--- src/rtl/global_types.sv ---
// Shared encodings for the multicycle MIPS control path: FSM states, opcode/funct
// values, ALU control codes and datapath selector values.
package global_types;

   typedef enum logic [3:0] {
      S_FETCH  = 4'd0,
      S_DECODE = 4'd1,
      S_MEMADR = 4'd2,
      S_MEMRD  = 4'd3,
      S_MEMWB  = 4'd4,
      S_MEMWR  = 4'd5,
      S_EXEC   = 4'd6,
      S_ALUWB  = 4'd7,
      S_BRANCH = 4'd8,
      S_ADDIEX = 4'd9,
      S_ADDIWB = 4'd10,
      S_JUMP   = 4'd11
   } state_t;

   // Operation class handed to the ALU decoder; FUNCT defers to the funct field.
   typedef enum logic [1:0] {
      ALU_OP_ADD   = 2'd0,
      ALU_OP_SUB   = 2'd1,
      ALU_OP_FUNCT = 2'd2
   } alu_op_t;

   localparam logic [5:0] OP_RTYPE = 6'b000000;
   localparam logic [5:0] OP_LW    = 6'b100011;
   localparam logic [5:0] OP_SW    = 6'b101011;
   localparam logic [5:0] OP_BEQ   = 6'b000100;
   localparam logic [5:0] OP_ADDI  = 6'b001000;
   localparam logic [5:0] OP_J     = 6'b000010;

   localparam logic [5:0] FN_ADD = 6'b100000;
   localparam logic [5:0] FN_SUB = 6'b100010;
   localparam logic [5:0] FN_AND = 6'b100100;
   localparam logic [5:0] FN_OR  = 6'b100101;
   localparam logic [5:0] FN_SLT = 6'b101010;

   localparam logic [3:0] ALU_AND = 4'b0000;
   localparam logic [3:0] ALU_OR  = 4'b0001;
   localparam logic [3:0] ALU_ADD = 4'b0010;
   localparam logic [3:0] ALU_SUB = 4'b0110;
   localparam logic [3:0] ALU_SLT = 4'b0111;

   localparam logic [1:0] PC_ALU    = 2'b00;
   localparam logic [1:0] PC_ALUREG = 2'b01;
   localparam logic [1:0] PC_JUMP   = 2'b10;

   localparam logic       ALUA_PC   = 1'b0;
   localparam logic       ALUA_REGA = 1'b1;

   localparam logic [1:0] ALUB_REGB   = 2'b00;
   localparam logic [1:0] ALUB_FOUR   = 2'b01;
   localparam logic [1:0] ALUB_IMM    = 2'b10;
   localparam logic [1:0] ALUB_IMMSH2 = 2'b11;

   localparam logic [1:0] RES_ALUREG = 2'b00;
   localparam logic [1:0] RES_MEM    = 2'b01;

   localparam logic [1:0] WA_RT = 2'b00;
   localparam logic [1:0] WA_RD = 2'b01;

endpackage

--- src/rtl/alu_decoder.sv ---
// Combinational ALU control decode from operation class and funct field;
// shared with the single-cycle control unit.
module alu_decoder
   import global_types::*;
(
   input  alu_op_t    alu_op,
   input  logic [5:0] funct,
   output logic [3:0] alu_ctrl
);

   always_comb begin
      alu_ctrl = ALU_ADD;
      case (alu_op)
         ALU_OP_SUB:   alu_ctrl = ALU_SUB;
         ALU_OP_FUNCT: begin
            // Unrecognised funct codes fall back to ADD without flagging.
            case (funct)
               FN_SUB:  alu_ctrl = ALU_SUB;
               FN_AND:  alu_ctrl = ALU_AND;
               FN_OR:   alu_ctrl = ALU_OR;
               FN_SLT:  alu_ctrl = ALU_SLT;
               default: alu_ctrl = ALU_ADD;
            endcase
         end
         default:      alu_ctrl = ALU_ADD;
      endcase
   end

endmodule

--- src/rtl/multicycle_controller.sv ---
// Sequencing FSM for a multicycle MIPS datapath with a shared memory port.
// Outputs are Moore from state; ir_we/pc_en are qualified by mem_ready and zero.
module multicycle_controller
   import global_types::*;
#(
   parameter int ALU_CTRL_W = 4,
   parameter int STATE_W    = 4
) (
   input  logic                  clock,
   input  logic                  reset,
   input  logic [5:0]            opcode,
   input  logic [5:0]            funct,
   input  logic                  zero,
   input  logic                  mem_ready,
   output logic                  mem_req,
   output logic                  mem_we,
   output logic                  sel_iord,
   output logic                  ir_we,
   output logic                  pc_en,
   output logic [1:0]            sel_pc,
   output logic                  sel_alu_a,
   output logic [1:0]            sel_alu_b,
   output logic [ALU_CTRL_W-1:0] alu_ctrl,
   output logic                  rf_we,
   output logic [1:0]            sel_wa,
   output logic [1:0]            sel_result,
   output logic                  illegal_op,
   output logic [STATE_W-1:0]    state
);

   state_t     cur_state;
   alu_op_t    alu_op;
   logic [3:0] alu_ctrl_dec;
   logic       opcode_ok;

   assign opcode_ok = opcode inside {OP_RTYPE, OP_LW, OP_SW, OP_BEQ, OP_ADDI, OP_J};

   always_ff @(posedge clock) begin
      if (reset) begin
         cur_state <= S_FETCH;
      end else begin
         case (cur_state)
            S_FETCH:  if (mem_ready) cur_state <= S_DECODE;
            S_DECODE: begin
               case (opcode)
                  OP_LW, OP_SW: cur_state <= S_MEMADR;
                  OP_RTYPE:     cur_state <= S_EXEC;
                  OP_BEQ:       cur_state <= S_BRANCH;
                  OP_ADDI:      cur_state <= S_ADDIEX;
                  OP_J:         cur_state <= S_JUMP;
                  default:      cur_state <= S_FETCH;
               endcase
            end
            S_MEMADR: cur_state <= (opcode == OP_LW) ? S_MEMRD : S_MEMWR;
            S_MEMRD:  if (mem_ready) cur_state <= S_MEMWB;
            S_MEMWR:  if (mem_ready) cur_state <= S_FETCH;
            S_EXEC:   cur_state <= S_ALUWB;
            S_ADDIEX: cur_state <= S_ADDIWB;
            default:  cur_state <= S_FETCH;
         endcase
      end
   end

   // While reset is high the block looks like an idle FETCH: selects as in
   // FETCH, every enable low, regardless of the state still held.
   always_comb begin
      mem_req    = 1'b0;
      mem_we     = 1'b0;
      sel_iord   = 1'b0;
      ir_we      = 1'b0;
      pc_en      = 1'b0;
      sel_pc     = PC_ALU;
      sel_alu_a  = ALUA_PC;
      sel_alu_b  = ALUB_REGB;
      alu_op     = ALU_OP_ADD;
      rf_we      = 1'b0;
      sel_wa     = WA_RT;
      sel_result = RES_ALUREG;
      illegal_op = 1'b0;
      if (reset) begin
         sel_alu_b = ALUB_FOUR;
      end else begin
         case (cur_state)
            S_FETCH: begin
               mem_req   = 1'b1;
               sel_alu_b = ALUB_FOUR;
               ir_we     = mem_ready;
               pc_en     = mem_ready;
            end
            S_DECODE: begin
               sel_alu_b  = ALUB_IMMSH2;
               illegal_op = !opcode_ok;
            end
            S_MEMADR: begin
               sel_alu_a = ALUA_REGA;
               sel_alu_b = ALUB_IMM;
            end
            S_MEMRD: begin
               mem_req  = 1'b1;
               sel_iord = 1'b1;
            end
            S_MEMWB: begin
               rf_we      = 1'b1;
               sel_wa     = WA_RT;
               sel_result = RES_MEM;
            end
            S_MEMWR: begin
               mem_req  = 1'b1;
               mem_we   = 1'b1;
               sel_iord = 1'b1;
            end
            S_EXEC: begin
               sel_alu_a = ALUA_REGA;
               alu_op    = ALU_OP_FUNCT;
            end
            S_ALUWB: begin
               rf_we  = 1'b1;
               sel_wa = WA_RD;
            end
            S_BRANCH: begin
               sel_alu_a = ALUA_REGA;
               alu_op    = ALU_OP_SUB;
               sel_pc    = PC_ALUREG;
               pc_en     = zero;
            end
            S_ADDIEX: begin
               sel_alu_a = ALUA_REGA;
               sel_alu_b = ALUB_IMM;
            end
            S_ADDIWB: rf_we = 1'b1;
            S_JUMP: begin
               sel_pc = PC_JUMP;
               pc_en  = 1'b1;
            end
            default: ;
         endcase
      end
   end

   alu_decoder u_alu_decoder (
      .alu_op   (alu_op),
      .funct    (funct),
      .alu_ctrl (alu_ctrl_dec)
   );

   assign alu_ctrl = ALU_CTRL_W'(alu_ctrl_dec);
   assign state    = STATE_W'(cur_state);

endmodule
--- config.mk ---
export PLATFORM = sky130hd
export DESIGN_NAME = multicycle_controller
export DESIGN_NICKNAME = d
export VERILOG_FILES = /design/src/rtl/global_types.sv /design/src/rtl/alu_decoder.sv /design/src/rtl/multicycle_controller.sv
export SDC_FILE = /design/constraint.sdc
export NUM_CORES = 1
export LEC_CHECK = 0
export BUFFER_PORTS_ARGS = -buffer_cell sky130_fd_sc_hd__buf_4
export CAP_MARGIN = 40
export CORE_MARGIN = 2
export CORE_UTILIZATION = 41
export CTS_CLUSTER_DIAMETER = 30
export DETAILED_ROUTE_END_ITERATION = 10
export GPL_ROUTABILITY_DRIVEN = 0
export PLACE_DENSITY = 0.84
export SETUP_SLACK_MARGIN = 0.4
export SYNTH_ARGS = -nofsm -noshare
export SYNTH_HDL_FRONTEND = slang
export SYNTH_SLANG_ARGS = --single-unit
--- constraint.sdc ---
create_clock -name clock -period 2.62 [get_ports clock]
set_input_delay 0.786 -clock clock [delete_from_list [all_inputs] [get_ports clock]]
set_output_delay 0.786 -clock clock [all_outputs]
set_load 0.01 [all_outputs]
Yosys cells after proc, flatten, opt, wreduce, memory -nomap -nowiden --
Cells that the tools add are included.
Cells by class: mux-type cells 34, equality and inequality tests 25, reduce and logical (&&, ||, !) cells 11
Operators with widths (number):
- $eq A6 B6 Y1 const B | 6
- $pmux W4 S7 | 1
- $pmux W4 S5 | 1
- $mux W1 | 19
- $eq A4 B3 Y1 const B | 4
- $eq A4 B4 Y1 const B | 4
- $mux W4 | 3
- $pmux W3 S4 | 1
- $eq A4 B2 Y1 const B | 2
- $pmux W2 S2 | 2
- $pmux W4 S2 | 1
- $eq A6 B2 Y1 const B | 1
- $eq A6 B3 Y1 const B | 1
- $eq A6 B4 Y1 const B | 1
- $logic_not A6 Y1 | 1
- $mux W2 | 3
- $ne A2 B2 Y1 const B | 3
- $pmux W2 S3 | 1
- $reduce_bool A6 Y1 | 1
- $reduce_or A2 Y1 | 3
- $reduce_or A3 Y1 | 2
- $eq A4 B1 Y1 const B | 1
- $logic_not A4 Y1 | 1
- $reduce_or A4 Y1 | 1
- other kinds (6) | 6
Storage, ports and cells: output and inout bits 24, logic and storage cells 71, register bits after elaboration 4

Logic depth before layout (Yosys ltp) --
Gate-level depths: netlist (run 1).
word-level depth 5, mapped depth 8, gate-level depth less buffers 7

Hierarchy --
A second synthesis (run 1) with hierarchy kept.
Second synthesis, totals: cell total of the unflattened synthesis 104, area total of the unflattened synthesis 694.4 um^2
By module, submodules not included:
- multicycle_controller | cells an instance 87, instances 1, seq. area each 80.1 um^2, area an instance 564.3 um^2
- alu_decoder | cells an instance 17, instances 1, seq. area each 0.0 um^2, area an instance 130.1 um^2

Worst setup path before layout (run 1) --
No wires, ideal clock.
path kind input to output, from in reset, to out alu_ctrl[2], path slack -0.010 ns, stages on the path 6, arrival 1.844 ns, cells stage by stage nor2_1 nand3_1 inv_1 ha_1 nand3b_1 o22ai_1
Between the ends: cells in the longest elaborated chain, start to end 3, elaborated cells on any way between the ends 4, classes of those cells eq/ne (2); mux (2)
Ends and longest elaborated chain:
- start: declaration | line multicycle_controller.sv:10 | input logic reset,
- $mux W2 * | line multicycle_controller.sv:80 | if (reset) begin
- $eq A2 B2 Y1 / $eq A2 B1 Y1 (equally long branches) | line alu_decoder.sv:13 | case (alu_op)
- $pmux W4 S2 * | line alu_decoder.sv:13
- end: declaration | line multicycle_controller.sv:23 | output logic [ALU_CTRL_W-1:0] alu_ctrl,
Mark *: on every way between the ends. The rest lies on a longest branch, timed or not.

Worst setup path after layout (run 1) --
Ends and elaborated chain as after synthesis.

==> results.yml, run 1 <==
synth:
  ys_seq_area_frac: 0.126
  ys_ff_latch: 4
  ys_async_sr_fraction: 0
  synth_cell_types: 36
  syn_area_sq_um: 634
  syn_inst: 99
  yosysWarnings: 0
  postSynthAreaPerCell_sq_um: 6.41
  synthFlopType: "dfxtp_1"
  synth_edf_count: 0
min_path:
  min_path_type: "flop to flop"
final_layout:
  areaGrowthSynthToFinish_pct: 115
  largest_reg_flops: 4
  antennaDiodeCount: 0
  layoutNonFillerInstCount: 172
  nets: 176
  drive_above_1_share: 0.603
  fill_cells: 57
timing:
  finalMaxSlewViolations: 0
  setup_violations: 2
  tns_ns: -0.0565
  hold_viol: 0
  final.period_utilization: 1.01
  rsz0062_at_grt: "true"
  finalCriticalPeriod_ns: 2.65
  max_freq_mhz: 377
  setup_ws_ns: -0.0297
  skew_ns: 0.0151
global_routing:
  grt_start_max_net_pins: 20
  antenna_found_initial: 0
  track_usage: 0.277
  overflow: 0
  grt_pass1_vias: 898
  grt_pass1_wl_um: 3950
place:
  pre_cts_slack_ns: -0.0139
  place_inst: 150
  port_buffers: 36
  hpwl_um: 1700
route:
  antenna_left: 0
  drt-initial-drc-count: 51
  vias_per_cell: 6.35
  drc_errors: 0
  drt-total-wl_um: 3640
  post_drt_wl_per_cell_um: 21.2
  num_vias: 1092
  drtPass1Iterations: 4
cts:
  numCtsBuffers: 3
  numClockSinks: 4
  clkTransAtPathRegs_ns: 0.05
  clock_latency_ns: 0.25
  htree_levels: 1
  cts_tree: "built"
  cts_buffer_depth: 2
  root_buffer: "clkbuf_4"
  ctsHoldBuffers: 0
power:
  ir_worst_vdd_mv: 0.193
  power.density_mw_per_mm2: 205
  p_leak_nw: 0.578
setup_path:
  reg2reg_to: "state[2]$_SDFFE_PP0P_"
  arrival_ns: 1.86
  crit_path_top_delay_cell: "nand3b_1"
  critPathCapture: "alu_ctrl[2]"
  ff2ff_path_depth: 4
  crit_start: "reset"
  critPathMaxStageDelay_ns: 0.21
  cp.required_ns: 1.83
  cp-end-kind: "output port"
  critical_path_class: "input pin to output port"
  reg2reg_from: "state[2]$_SDFFE_PP0P_"
  path_cells: "buf_8 -> nor2_4 -> nand3_2 -> inv_2 -> ha_4 -> nand3b_1 -> o22ai_2 -> buf_4"
  crit_path_start_kind: "input pin"
  r2r_slack_ns: 1.12
  cp_max_fo: 3
floorplan:
  dieArea_sq_mm: 0.00188
  initial_core_util: 0.431
  core-area_sq_mm: 0.00147
  ios: 40
  rows: 14
  die_y_um: 43.3
  fp.dieW_um: 43.3
outcome:
  status: "finished, violations left"
  violations: "negative setup slack"
flow_run:
  maxCapViolations: 0
-- worst max-delay path, delay by kind of cell --
| kind | cells | cell delay (ns) |
|---|---|---|
| AND/OR/NAND/NOR | 3 | 0.41 |
| adder cells (fa/ha/maj) | 1 | 0.20 |
| buffers and inverters | 3 | 0.34 |
| AO/OA/AOI/OAI | 1 | 0.12 |
-- cells by family after synthesis --
| group | Yosys count | share of synthesized area |
|---|---|---|
| adders and majority gates | 2 | 0.0394 |
| DFF | 4 | 0.126 |
| and+or+nand+nor | 48 | 0.396 |
| buffers and inverters | 15 | 0.116 |
| AOI/OAI and AO/OA | 26 | 0.274 |
| xor gates and xnor gates | 3 | 0.0414 |
| other | 1 | 0.00591 |
-- per-stage QoR --
step | total power, mW | hold slack, ns | util | instance area, sq um
floorplan | 0.110 | 0.676 | - | 693
global placement | 0.147 | 0.662 | 0.667 | 981
detailed placement | 0.149 | 0.676 | 0.667 | 981
CTS | 0.244 | 0.676 | 0.792 | 1160
global route | 0.289 | 0.817 | 0.929 | 1370
finish | 0.281 | 0.796 | 0.929 | 1370
-- repair_timing --
action / 4_1_cts / 5_1_grt
gates resized for setup: 30 / 25
setup buffers: 6 / 13
pin swaps: 10 / 12
setup endpoints to repair: 13 / 15
-- final cells by class --
type / instances / area, sq um / area share
Multi-Input combinational cell: 82 / 662 / 0.484
Timing Repair Buffer: 62 / 549 / 0.402
Sequential cell: 4 / 91.3 / 0.0668
Clock buffer: 3 / 22.5 / 0.0165
Inverter: 5 / 21.3 / 0.0156
Tap cell: 16 / 20.0 / 0.0147
-- cell usage in the layout, fill, tap and decap left out, types with 2 or more instances in the layout --
cell type | synthesis | final
nand4_1 | 2 | 2
buf_6 | 0 | 9
nand2_1 | 7 | 5
inv_1 | 5 | 2
nor4_4 | 0 | 2
a31oi_1 | 3 | 3
or3_1 | 2 | 2
buf_8 | 0 | 5
nor4b_4 | 0 | 2
o21ai_0 | 3 | 3
a21o_1 | 2 | 2
dfxtp_4 | 0 | 3
inv_2 | 0 | 2
buf_4 | 3 | 47
nand2b_4 | 0 | 2
nand2_4 | 0 | 2
a21oi_1 | 7 | 6
nor3_1 | 10 | 8
o211ai_1 | 2 | 2
clkbuf_4 | 0 | 3
xor2_1 | 3 | 3
nor2b_1 | 2 | 2
nor2_4 | 0 | 3
nor2_2 | 0 | 2
nor2_1 | 11 | 6
conb_1 | 1 | 3
-- Yosys cell counts (all sizes together) (2+ instances only) --
library cell,n,area share
nor2,11,0.065
nor4b,2,0.028
a21oi,7,0.055
a31oi,3,0.030
o211ai,2,0.024
clkbuf,2,0.012
ha,2,0.039
a211oi,2,0.024
nand2,7,0.041
nor2b,2,0.020
nor4,2,0.020
xor2,3,0.041
nand3,2,0.016
nand2b,3,0.030
inv,5,0.030
or3,2,0.020
buf,8,0.075
a21o,2,0.024
nor3,10,0.079
o21ai,3,0.024
dfxtp,4,0.13
nand4,2,0.020
-- per-layer routing --
layer,track usage,wire length [um]
met5,0,0
met4,0.109,177
met3,0.0417,235
met2,0.519,1900
met1,0.309,1330
-- report_power, final --
part	total, mW	internal [mW]	switching, mW	leakage (nW)
logic	0.130	0.0671	0.0627	0.529
registers	0.0632	0.0602	0.00306	0.0347
clock network	0.0876	0.0520	0.0357	0.0138
-- worst min-delay path by stage --
stage,from,to,slack [ns],depth (start not counted)
5_1_grt,state[2]$_SDFFE_PP0P_,state[3]$_SDFFE_PP0P_,0.82,2
2_1_floorplan,state[3]$_SDFFE_PP0P_,state[1]$_SDFFE_PP0P_,0.68,2
4_1_cts,state[2]$_SDFFE_PP0P_,state[3]$_SDFFE_PP0P_,0.68,2
6_report,state[2]$_SDFFE_PP0P_,state[3]$_SDFFE_PP0P_,0.80,2
3_3_place_gp,state[2]$_SDFFE_PP0P_,state[3]$_SDFFE_PP0P_,0.66,2
3_5_place_dp,state[2]$_SDFFE_PP0P_,state[3]$_SDFFE_PP0P_,0.68,2
No activity file was read; power rests on OpenSTA's default activity.
==> run 2: changes to the inputs <==
--- a/config.mk
+++ b/config.mk
@@ -12,6 +12,7 @@
 export CTS_CLUSTER_DIAMETER = 30
 export DETAILED_ROUTE_END_ITERATION = 10
 export GPL_ROUTABILITY_DRIVEN = 0
+export HOLD_SLACK_MARGIN = 0.03
 export PLACE_DENSITY = 0.84
 export SETUP_SLACK_MARGIN = 0.4
 export SYNTH_ARGS = -nofsm -noshare
==> constraint.sdc (replaced) <==
create_clock -name clock -period 2.62 [get_ports clock]
set_input_delay 0.262 -clock clock [delete_from_list [all_inputs] [get_ports clock]]
set_output_delay 0.262 -clock clock [all_outputs]
set_load 0.01 [all_outputs]
==> run 2 against run 1 <==
Compared with the run above:
- the run now ends clean
- clock power down 13%
- worst setup slack improved by 0.57 ns
- hold slack worse by 0.51 ns
- sequential cell count unchanged
- non-clock buffer count fell by 20
- sequential power grew 5.9%
- critical path type is now flop to output port
- highest routed layer is now met3
==> results.yml, run 2 (same netlist as run 1, synthesis figures left out) <==
final_layout:
  regArea_sq_um: 86.3
  mostFrequentLayoutCell: "buf_4"
  nets: 156
  layoutNonFillerInstCount: 152
  drive_above_1_share: 0.375
  fill_cells: 146
  largest_reg_flops: 4
  multi_input_area_sq_um: 500
  antennaDiodeCount: 0
  final_cell_mix: "42 x buf_4, 10 x nor2_1, 9 x nor3_1, 7 x nand2_1, 7 x a21oi_1"
  areaGrowthSynthToFinish_pct: 51.9
power:
  power.density_mw_per_mm2: 226
  p_leak_nw: 0.423
  ir_worst_vdd_mv: 0.272
timing:
  tns_ns: 0
  final.period_utilization: 0.795
  max_freq_mhz: 480
  holdWs_ns: 0.287
  hold_viol: 0
  setup_ws_ns: 0.536
  skew_ns: 0.00844
  setup_violations: 0
  finalMaxSlewViolations: 0
  rsz0062_at_grt: "false"
  finalCriticalPeriod_ns: 2.08
global_routing:
  grt_start_max_net_pins: 20
  grt_pass1_vias: 755
  antenna_found_initial: 0
  track_usage: 0.197
  overflow: 0
  grt_pass1_wl_um: 2950
route:
  drt-total-wl_um: 1930
  drtPass1Iterations: 4
  drc_errors: 0
  antenna_left: 0
  num_vias: 841
  post_drt_wl_per_cell_um: 12.7
  drt-initial-drc-count: 29
  vias_per_cell: 5.53
floorplan:
  initial_core_util: 0.431
  dieArea_sq_mm: 0.00188
  rows: 14
  fp.dieW_um: 43.3
  die_y_um: 43.3
  ios: 40
  core-area_sq_mm: 0.00147
setup_path:
  path_cells: "nor2_4 -> nand2_1 -> nor3_2 -> inv_1 -> ha_1 -> nand3b_1 -> o22ai_1 -> buf_4"
  arrival_ns: 1.82
  cp-end-kind: "output port"
  critPathMaxStageDelay_ns: 0.36
  crit_path_start_kind: "flop"
  cp_top_family: "simple AND/OR/NAND/NOR gates"
  critical_path_class: "flop to output port"
  critPathBufInv: 2
  cp.required_ns: 2.36
  cp_max_fo: 7
  crit_path_top_delay_cell: "dfxtp_4"
place:
  port_buffers: 36
  hpwl_um: 1440
  pre_cts_slack_ns: 0.398
  place_inst: 145
cts:
  numCtsBuffers: 3
  cts_tree: "built"
  clock_latency_ns: 0.24
  numClockSinks: 4
  cts_buffer_depth: 2
  htree_levels: 1
  clkTransAtPathRegs_ns: 0.04
  root_buffer: "clkbuf_4"
outcome:
  status: "completed"
min_path:
  min_path_type: "input pin to flop"
flow_run:
  maxCapViolations: 0
-- run 2: per-layer routing --
metal | track usage | up-vias | share of wire
met4 | 0.0303 | 0 | 0
met3 | 0.0333 | 0 | 0.078
met5 | 0 | - | 0
met1 | 0.219 | 369 | 0.38
met2 | 0.391 | 39 | 0.54
li1 | - | 433 | -
-- run 2: what timing repair did --
| item | 4_1_cts | 5_1_grt |
|---|---|---|
| buffers inserted | 1 | 3 |
| hold buffers | 0 | 0 |
| endpoints found under the setup margin | 3 | 3 |
| hold endpoints to repair | 0 | 0 |
| resized for setup | 4 | 3 |
| pin swaps | 1 | 2 |
-- run 2: final cells by class --
cell class	instances	area share
multi-input combinational	82	0.519
sequential	4	0.0896
timing repair buffer	42	0.327
tap	16	0.0208
inverter	5	0.0195
clock buffer	3	0.0234
-- run 2: where the power goes --
group	switching, mW	leakage, nW	internal (mW)
sequential	0.00508	0.0341	0.0618
combinational	0.0369	0.375	0.0382
clock	0.0250	0.0138	0.0512
-- run 2: worst reg2reg max path, stage by stage, from the launching register on --
cell,delay (ns)
dfxtp_1,0.33
buf_4,0.20
or4_1,0.54
a21oi_1,0.16
nor3_1,0.06
-- run 2: path summary, 6_finish.rpt --
| path | start | endpoint | slack, ns | cells past startpoint |
|---|---|---|---|---|
| worst min register to register | state[0]$_SDFFE_PP0P_ | state[2]$_SDFFE_PP0P_ | 0.64 | 2 |
| worst max register to register | state[2]$_SDFFE_PP0P_ | state[2]$_SDFFE_PP0P_ | 1.21 | 4 |
| worst max-delay path | state[1]$_SDFFE_PP0P_ | alu_ctrl[2] | 0.54 | 8 |
| worst min-delay path | reset | state[1]$_SDFFE_PP0P_ | 0.29 | 2 |
-- run 2: per-stage QoR --
| step | power [mW] | cell area, sq um | utilization |
|---|---|---|---|
| 5_1_grt | 0.232 | 963 | 0.655 |
| 4_1_cts | 0.217 | 932 | 0.634 |
| 3_5_place_dp | 0.142 | 892 | 0.606 |
| 6_report | 0.218 | 963 | 0.655 |
| 2_1_floorplan | 0.108 | 642 | - |
| 3_3_place_gp | 0.140 | 892 | 0.606 |
==> run 3: changes to the inputs <==
--- a/config.mk
+++ b/config.mk
@@ -8,12 +8,12 @@
 export BUFFER_PORTS_ARGS = -buffer_cell sky130_fd_sc_hd__buf_4
 export CAP_MARGIN = 40
 export CORE_MARGIN = 2
-export CORE_UTILIZATION = 41
+export CORE_UTILIZATION = 37
 export CTS_CLUSTER_DIAMETER = 30
 export DETAILED_ROUTE_END_ITERATION = 10
 export GPL_ROUTABILITY_DRIVEN = 0
 export HOLD_SLACK_MARGIN = 0.03
-export PLACE_DENSITY = 0.84
+export PLACE_DENSITY = 0.8
 export SETUP_SLACK_MARGIN = 0.4
 export SYNTH_ARGS = -nofsm -noshare
 export SYNTH_HDL_FRONTEND = slang
==> constraint.sdc (replaced) <==
create_clock -name clock -period 1.9 [get_ports clock]
set_input_delay 0.19 -clock clock [delete_from_list [all_inputs] [get_ports clock]]
set_output_delay 0.19 -clock clock [all_outputs]
set_load 0.01 [all_outputs]
==> run 3 against run 2 <==
Compared with the run above:
- combinational power grew 66%
- sequential cell count unchanged
- non-clock buffer count grew 6
- sequential power increased by 31%
- global-route usage up 2.4 points
- hold slack worse by 0.051 ns
- first-iteration DRC count did not move
==> results.yml, run 3 (same netlist as run 1, synthesis figures left out) <==
setup_path:
  ff2ff_path_depth: 4
  cp-end-kind: "output port"
  r2r_slack_ns: 0.51
  critical_path_class: "flop to output port"
  critPathMaxStageDelay_ns: 0.37
  crit_path_top_delay_cell: "dfxtp_4"
  reg2reg_from: "state[2]$_SDFFE_PP0P_"
  reg2reg_to: "state[2]$_SDFFE_PP0P_"
  cp.required_ns: 1.71
  cp_max_fo: 8
  arrival_ns: 1.71
  critical_path_depth: 7
  crit_path_start_kind: "flop"
  cp_top_family: "simple AND/OR/NAND/NOR gates"
  path_cells: "nor2_1 -> nand3_2 -> inv_2 -> ha_4 -> nand3b_1 -> o22ai_2 -> buf_4"
  critPathBufInv: 2
timing:
  max_freq_mhz: 527
  rsz0062_at_grt: "true"
  tns_ns: 0
  final.period_utilization: 0.998
  finalCriticalPeriod_ns: 1.90
  finalMaxSlewViolations: 0
  skew_ns: 0.00378
  setup_violations: 0
  hold_viol: 0
  setup_ws_ns: 0.00367
flow_run:
  maxCapViolations: 0
place:
  pre_cts_slack_ns: 0.0776
  port_buffers: 36
  dpl_cell_area_sq_um: 953
  hpwl_um: 1520
floorplan:
  rows: 14
  fp.dieW_um: 45.4
  ios: 40
  core-area_sq_mm: 0.00156
  initial_core_util: 0.407
  die_y_um: 45.4
  dieArea_sq_mm: 0.00206
route:
  drtPass1Iterations: 5
  num_vias: 891
  drc_errors: 0
  vias_per_cell: 5.64
  drt-initial-drc-count: 29
  antenna_left: 0
  post_drt_wl_per_cell_um: 14.0
  drt-total-wl_um: 2210
cts:
  clock_latency_ns: 0.24
  cts_buffer_depth: 2
  clkTransAtPathRegs_ns: 0.04
  numClockSinks: 4
  root_buffer: "clkbuf_4"
  htree_levels: 1
  numCtsBuffers: 3
  cts_tree: "built"
  ctsHoldBuffers: 0
global_routing:
  overflow: 0
  grt_start_max_net_pins: 20
  grt_pass1_vias: 769
  grt_pass1_wl_um: 3370
  antenna_found_initial: 0
  track_usage: 0.221
outcome:
  status: "completed"
final_layout:
  areaGrowthSynthToFinish_pct: 76.1
  mostFrequentLayoutCell: "buf_4"
  antennaDiodeCount: 0
  largest_reg_flops: 4
  fin_area_sq_mm: 0.00112
  final_cell_mix: "46 x buf_4, 8 x nor3_1, 7 x nor2_1, 6 x nand2_1, 6 x a21oi_1"
  drive_above_1_share: 0.535
  nets: 162
  post-route-util: 0.717
power:
  ir_worst_vdd_mv: 0.204
  p_leak_nw: 0.460
  p_total_mw: 0.322
  power.density_mw_per_mm2: 288
min_path:
  min_from: "reset"
  worstHoldEndpoint: "state[1]$_SDFFE_PP0P_"
  hold_depth: 2
  min_path_type: "input pin to flop"
[run 3: what timing repair did]
item	in CTS	in global routing
gates cloned	0	0
pin swaps	3	3
setup endpoints to repair	12	16
setup buffers	3	4
resized for setup	10	13
[run 3: worst register-to-register path, cell delays in order, from the launching register on]
cell and delay (ns):
dfxtp_2 0.33, buf_8 0.16, or4_1 0.54, a21oi_1 0.18, nor3_1 0.06
[run 3: how the worst max path moves through the flow]
stage                                     start           to  slack (ns)
final                     state[3]$_SDFFE_PP0P_  alu_ctrl[2]       0.004
after floorplan           state[2]$_SDFFE_PP0P_  alu_ctrl[2]        0.22
after global routing      state[1]$_SDFFE_PP0P_  alu_ctrl[2]       -0.07
after global placement    state[3]$_SDFFE_PP0P_  alu_ctrl[2]        0.21
after detailed placement  state[3]$_SDFFE_PP0P_  alu_ctrl[2]        0.08
after CTS                 state[1]$_SDFFE_PP0P_  alu_ctrl[2]        0.02
[run 3: power by group]
group / total [mW] / internal [mW] / switching, mW
clock: 0.110 / 0.0709 / 0.0386
combinational: 0.125 / 0.0617 / 0.0630
sequential: 0.0878 / 0.0845 / 0.00331
[run 3: area by class of cell]
| cell class | instances | area, sq um |
|---|---|---|
| timing repair buffer | 48 | 372 |
| multi-input combinational | 82 | 591 |
| sequential | 4 | 90.1 |
| clock buffer | 3 | 22.5 |
| tap | 16 | 20.0 |
| inverter | 5 | 22.5 |
| fill | 120 | 442 |
[run 3: layer usage]
layer,track usage,part of all wire,up-vias
li1,-,-,447
met3,0.0317,0.061,2
met2,0.397,0.52,50
met5,0,0,-
met1,0.264,0.41,392
met4,0.0765,0.0036,0
[run 3: stage by stage]
stage                     cells  hold slack [ns]
after floorplan             101            0.395
after global placement      148            0.450
after detailed placement    148            0.450
after CTS                   154            0.213
after global routing        158            0.256
final                       158            0.236
